===== config.mk =====
export PLATFORM = sky130hd
export DESIGN_NAME = port_driver_flat
export DESIGN_NICKNAME = d
export VERILOG_FILES = /design/src/rtl/port_driver_if.sv /design/src/rtl/port_driver.sv /design/src/flat_wrapper.sv
export SDC_FILE = /design/constraint.sdc
export NUM_CORES = 1
export LEC_CHECK = 0
export CAP_MARGIN = 10
export CORE_ASPECT_RATIO = 0.6
export CORE_UTILIZATION = 58
export DETAILED_ROUTE_END_ITERATION = 6
export GPL_TIMING_DRIVEN = 0
export PLACE_DENSITY = 0.79
export SKIP_CTS_REPAIR_TIMING = 1
export SYNTH_ARGS = -nofsm -noshare
export SYNTH_HDL_FRONTEND = slang
export SYNTH_SLANG_ARGS = --single-unit

===== constraint.sdc =====
create_clock -name clock -period 2.9 [get_ports clock]
set_clock_uncertainty 0.2 [all_clocks]
set_input_delay 0.435 -clock clock [delete_from_list [all_inputs] [get_ports clock]]
set_output_delay 0.435 -clock clock [all_outputs]
set_load 0.05 [all_outputs]

===== src/rtl/port_driver_if.sv =====
// rtl/port_driver_if.sv - command handshake bundle between host and port_driver
interface port_driver_if;
  logic        in_valid;
  logic        in_ready;
  logic [3:0]  in_addr;
  logic [31:0] in_payload;

  modport master (output in_valid, in_addr, in_payload, input in_ready);
  modport slave  (input in_valid, in_addr, in_payload, output in_ready);
endinterface


===== src/rtl/port_driver.sv =====
// rtl/port_driver.sv - buffered serializer of {addr, payload} commands onto one router input lane
module port_driver #(
  parameter int DEPTH = 4,
  parameter int GAP   = 1,
  parameter int CNTW  = 16
) (
  input  logic            clock,
  input  logic            reset,
  port_driver_if.slave    cmd,
  input  logic            pause,
  output logic            frame_n,
  output logic            valid_n,
  output logic            di,
  output logic            busy,
  output logic [CNTW-1:0] sent_count
);

  localparam int AW = $clog2(DEPTH);
  localparam int GW = (GAP > 1) ? $clog2(GAP) : 1;
  localparam logic [AW:0]     PTR_ONE = 1;
  localparam logic [CNTW-1:0] CNT_ONE = 1;
  localparam logic [GW-1:0]   GAP_LAST = GW'(GAP - 1);

  typedef enum logic [1:0] {IDLE, ADDR, DATA, GAPS} state_t;

  state_t      state;
  logic [35:0] mem [DEPTH];
  logic [AW:0] wptr, rptr;
  logic [35:0] head;
  logic [34:0] sh;
  logic [5:0]  bcnt;
  logic [GW-1:0] gcnt;
  logic        empty, full, push, start;

  assign empty = (wptr == rptr);
  assign full  = (wptr[AW] != rptr[AW]) && (wptr[AW-1:0] == rptr[AW-1:0]);
  assign cmd.in_ready = !full && !reset;
  assign push  = cmd.in_valid && cmd.in_ready;
  assign head  = mem[rptr[AW-1:0]];
  // A new frame may launch from IDLE or from the final gap cycle, never mid-frame.
  assign start = !empty && !pause &&
                 ((state == IDLE) || ((state == GAPS) && (gcnt == GAP_LAST)));
  assign busy  = (state != IDLE) || !empty;

  always_ff @(posedge clock) begin
    if (push) mem[wptr[AW-1:0]] <= {cmd.in_payload, cmd.in_addr};
  end

  always_ff @(posedge clock) begin
    if (reset) begin
      wptr <= '0;
      rptr <= '0;
    end else begin
      if (push)  wptr <= wptr + PTR_ONE;
      if (start) rptr <= rptr + PTR_ONE;
    end
  end

  always_ff @(posedge clock) begin
    if (reset) begin
      state      <= IDLE;
      frame_n    <= 1'b1;
      valid_n    <= 1'b1;
      di         <= 1'b0;
      sh         <= '0;
      bcnt       <= '0;
      gcnt       <= '0;
      sent_count <= '0;
    end else begin
      case (state)
        IDLE, GAPS: begin
          if (start) begin
            sh      <= head[35:1];
            di      <= head[0];
            frame_n <= 1'b0;
            valid_n <= 1'b1;
            bcnt    <= '0;
            state   <= ADDR;
          end else if (state == GAPS) begin
            if (gcnt == GAP_LAST) state <= IDLE;
            else                  gcnt  <= gcnt + 1'b1;
          end
        end
        ADDR: begin
          sh   <= sh >> 1;
          di   <= sh[0];
          bcnt <= bcnt + 6'd1;
          if (bcnt == 6'd3) begin
            valid_n <= 1'b0;
            state   <= DATA;
          end
        end
        DATA: begin
          if (bcnt == 6'd35) begin
            frame_n    <= 1'b1;
            valid_n    <= 1'b1;
            di         <= 1'b0;
            sent_count <= sent_count + CNT_ONE;
            gcnt       <= '0;
            state      <= GAPS;
          end else begin
            sh      <= sh >> 1;
            di      <= sh[0];
            bcnt    <= bcnt + 6'd1;
            // frame_n rises on payload bit 31 to mark the last bit.
            frame_n <= (bcnt == 6'd34);
          end
        end
        default: state <= IDLE;
      endcase
    end
  end

endmodule


===== src/flat_wrapper.sv =====
// flat-port wrapper written by rule: the top's interface ports become plain ports
module port_driver_flat 
#(
  parameter int DEPTH = 4,
  parameter int GAP   = 1,
  parameter int CNTW  = 16
)
  (clock, reset, pause, frame_n, valid_n, di, busy, sent_count, cmd_in_valid, cmd_in_addr, cmd_in_payload, cmd_in_ready);
  port_driver_if cmd_i ();
  input  logic clock;
  input  logic reset;
  input  logic pause;
  output logic frame_n;
  output logic valid_n;
  output logic di;
  output logic busy;
  output logic [CNTW-1:0] sent_count;
  input wire logic [$bits(cmd_i.in_valid)-1:0] cmd_in_valid;
  input wire logic [$bits(cmd_i.in_addr)-1:0] cmd_in_addr;
  input wire logic [$bits(cmd_i.in_payload)-1:0] cmd_in_payload;
  output wire logic [$bits(cmd_i.in_ready)-1:0] cmd_in_ready;
  assign cmd_i.in_valid = cmd_in_valid;
  assign cmd_i.in_addr = cmd_in_addr;
  assign cmd_i.in_payload = cmd_in_payload;
  assign cmd_in_ready = cmd_i.in_ready;
  port_driver #(.DEPTH(DEPTH), .GAP(GAP), .CNTW(CNTW)) u_core (.clock(clock), .reset(reset), .cmd(cmd_i), .pause(pause), .frame_n(frame_n), .valid_n(valid_n), .di(di), .busy(busy), .sent_count(sent_count));
endmodule

==> out/metrics.cfg <==
[sta]
setup_viol=0
fin_crit_ns=2.70
finalCritPeriodShare_pct=93.0
hold_violations=0
worstMarginPinSlew_ns=0.791
rsz0062_at_grt=no
fmax_ghz=0.371
timing.final.max_slew_violations=0
setup_ws_ns=0.202
setup_tns_ns=0
timing.max_slew.rel_slack_pct=47.3

[critical_path]
cp-start-kind=flop
crit_fanout=6
crit_type=reg2out
cp-end-kind=output port
critPathArrivalTime_ns=2.06
cp.required_ns=2.27

[clock_network]
clk_pin_slew_ns=0.07
root_buffer=clkbuf_16
tritoncts=yes
clock-sinks=214
cts.htree.levels=1
numCtsBuffers=20
max-clock-path-buffers=3
clkLatencyLatePin_ns=0.49

[power]
vdd_ir_drop_max_uv=606
netSwitchingPower_uw=2240
intPower_uw=5990
power_density_nw_per_um2=802
p_leak_uw=0.00330
p_comb_share_pct=21.5
switching_share_pct=27.2
pwr-share-seq_pct=44.9
clockPowerShare_pct=33.5
finalPower_uw=8230

[final_layout]
stdcell_area_um2=10300
fin_nets=698
utilization_pct=73.1
drive_gt1_share_pct=14.8
area_growth_pct=19.9
antenna_cells=0

[grt]
grt_usage_pct=24.9
grt_pass1_wl_um=28700
grt_pass1_vias=5374
grt_start_max_net_pins=20
gr-total-overflow=0
antenna_found_initial=0

[floorplan]
die_w_um=159
core_um2=14000
initial_core_util_pct=61.0
ioPinCount=61
placementRows=33
die_area_um2=15300
die_h_um=96.1

[logic_synthesis]
ys.flop_type=edfxtp_1
synth.avg_cell_area_um2=15.3
ys.warnings.count=0
synth_area_um2=8560
synth_nets=612
yosysSeqAreaShare_pct=66.9
ys_ff_latch=214
syn_inst=561
synth_edf_count=144
synth.distinct_cells=44
async_reset_ff_share_pct=0

[detailed_routing]
wl_um=18100
drt-vias-per-instance=6.20
num_vias=5286
drt-initial-drc-count=435
route.detailed.drc=0
firstDrtPassIters=5
detail-route-antenna-nets=0
routedWlPerCell_um=21.2

[job]
maxCapViolCount=0

[status]
outcome=finished, final reports clean

[place]
port_buffers=59
hpwl_um=11900
placed_area_um2=9510
gp_congestion=0.844
dp_slack_ns=-0.331

[worst_hold_path]
hold_class=reg2reg

[cell families (layout without fill, tap and decap cells)]
kind of cell	Yosys count	count (layout)	share of synthesized area [%]
adder cells (fa/ha/maj)	11	11	1.61
multiplexers	73	73	13.8
XOR/XNOR	11	11	1.13
AO/OA/AOI/OAI	125	125	9.27
buffers and inverters	53	153	2.47
flip-flops	214	214	66.9
AND/OR/NAND/NOR	74	74	4.84
[routing by layer]
| layer | GRT usage [%] | routed length, um | vias to the layer above |
|---|---|---|---|
| met5 | 0 | 0 | - |
| met4 | 8.66 | 488 | 0 |
| met3 | 4.87 | 1130 | 43 |
| met2 | 41.5 | 8600 | 179 |
| met1 | 33.4 | 7870 | 2670 |
| li1 | - | - | 2394 |
[power by group through the flow]
stage / clock, uW / combinational [uW] / sequential [uW]
after floorplan: 0 / 1220 / 3730
after global placement: 0 / 1590 / 3730
after detailed placement: 0 / 1700 / 3750
after CTS: 2790 / 1730 / 3690
after global routing: 2920 / 1920 / 3720
final: 2760 / 1770 / 3700
[area by class of cell]
class / count / area (um2)
clock buffer: 28 / 613
timing repair buffer: 65 / 718
sequential: 214 / 5730
multi-input combinational: 294 / 2650
tap: 192 / 240
clock inverter: 8 / 91.3
fill: 889 / 3780
inverter: 16 / 60.1
buffer: 36 / 159
[cell usage after synthesis, types with 2 or more instances]
library cell  instances  share of area [%]
or4_4                 2               0.26
and4_1                2               0.20
inv_1                16               0.70
dfxtp_1              70                 16
xnor2_1               8               0.82
clkbuf_1             29                1.3
nor3_1                2               0.12
mux4_2               36                9.5
o21a_1                2               0.18
o22ai_1               2               0.15
nand3b_1              2               0.18
o31ai_1              10               0.88
xor2_1                3               0.31
edfxtp_1            144                 51
nand4_1               3               0.22
nand2_1              13               0.57
a21oi_1              54                3.2
and2_1                5               0.37
nor2_1               11               0.48
buf_1                 3               0.13
a31o_2                2               0.20
or3_1                 6               0.44
or4_1                 9               0.79
mux2i_1              37                4.3
nor4_1                3               0.22
o21ai_0               9               0.53
a211oi_1             35                3.1
buf_2                 4               0.23
nand3_1              14               0.82
ha_1                 11                1.6
[critical path, stage by stage, from the launching register on]
cell,delay [ns]
dfxtp_1,0.48
xnor2_1,0.17
nand4_1,0.12
clkdlybuf4s50_1,0.81
[flip-flops by register name, summed over array words and instances (netlist names), named ones only]
signal,flops
u_core.sent_count,16
u_core.state,2
u_core.frame_n,1
u_core.di,1
u_core.valid_n,1
u_core.bcnt,6
u_core.sh,35
u_core.rptr,3
u_core.wptr,3
u_core.mem,144
[final timing paths]
path                         from              end  slack (ns)  depth (start not counted)
hold reg to reg   u_core.state[1]  u_core.state[1]        0.28                          2
setup reg to reg  u_core.state[0]    u_core.sh[23]        0.24                          9
setup / recovery   u_core.wptr[0]             busy        0.20                          3
hold / removal    u_core.state[1]  u_core.state[1]        0.28                          2
[metrics by stage]
| step | hold WS, ns | instances |
|---|---|---|
| after CTS | 0.285 | 852 |
| after global routing | 0.312 | 853 |
| after floorplan | 0.250 | 561 |
| after global placement | 0.263 | 812 |
| final | 0.285 | 853 |
| after detailed placement | 0.276 | 816 |
[cells in the final DEF, fill, tap and decap left out, types with 3 or more instances in the layout]
| master | instances |
|---|---|
| a211oi_1 | 35 |
| a21oi_1 | 54 |
| and2_2 | 4 |
| buf_16 | 4 |
| buf_2 | 4 |
| clkbuf_1 | 23 |
| clkbuf_16 | 22 |
| clkbuf_2 | 9 |
| clkbuf_8 | 4 |
| clkdlybuf4s50_1 | 58 |
| clkinv_2 | 3 |
| dfxtp_1 | 70 |
| edfxtp_1 | 144 |
| ha_1 | 11 |
| inv_1 | 16 |
| mux2i_1 | 37 |
| mux4_2 | 36 |
| nand2_1 | 13 |
| nand3_1 | 14 |
| nand4_1 | 3 |
| nor2_1 | 10 |
| nor4_1 | 3 |
| o21ai_0 | 9 |
| o31ai_1 | 10 |
| or3_1 | 6 |
| or4_1 | 9 |
| xnor2_1 | 8 |
| xor2_1 | 3 |
Power figures use the tool's default switching activity.
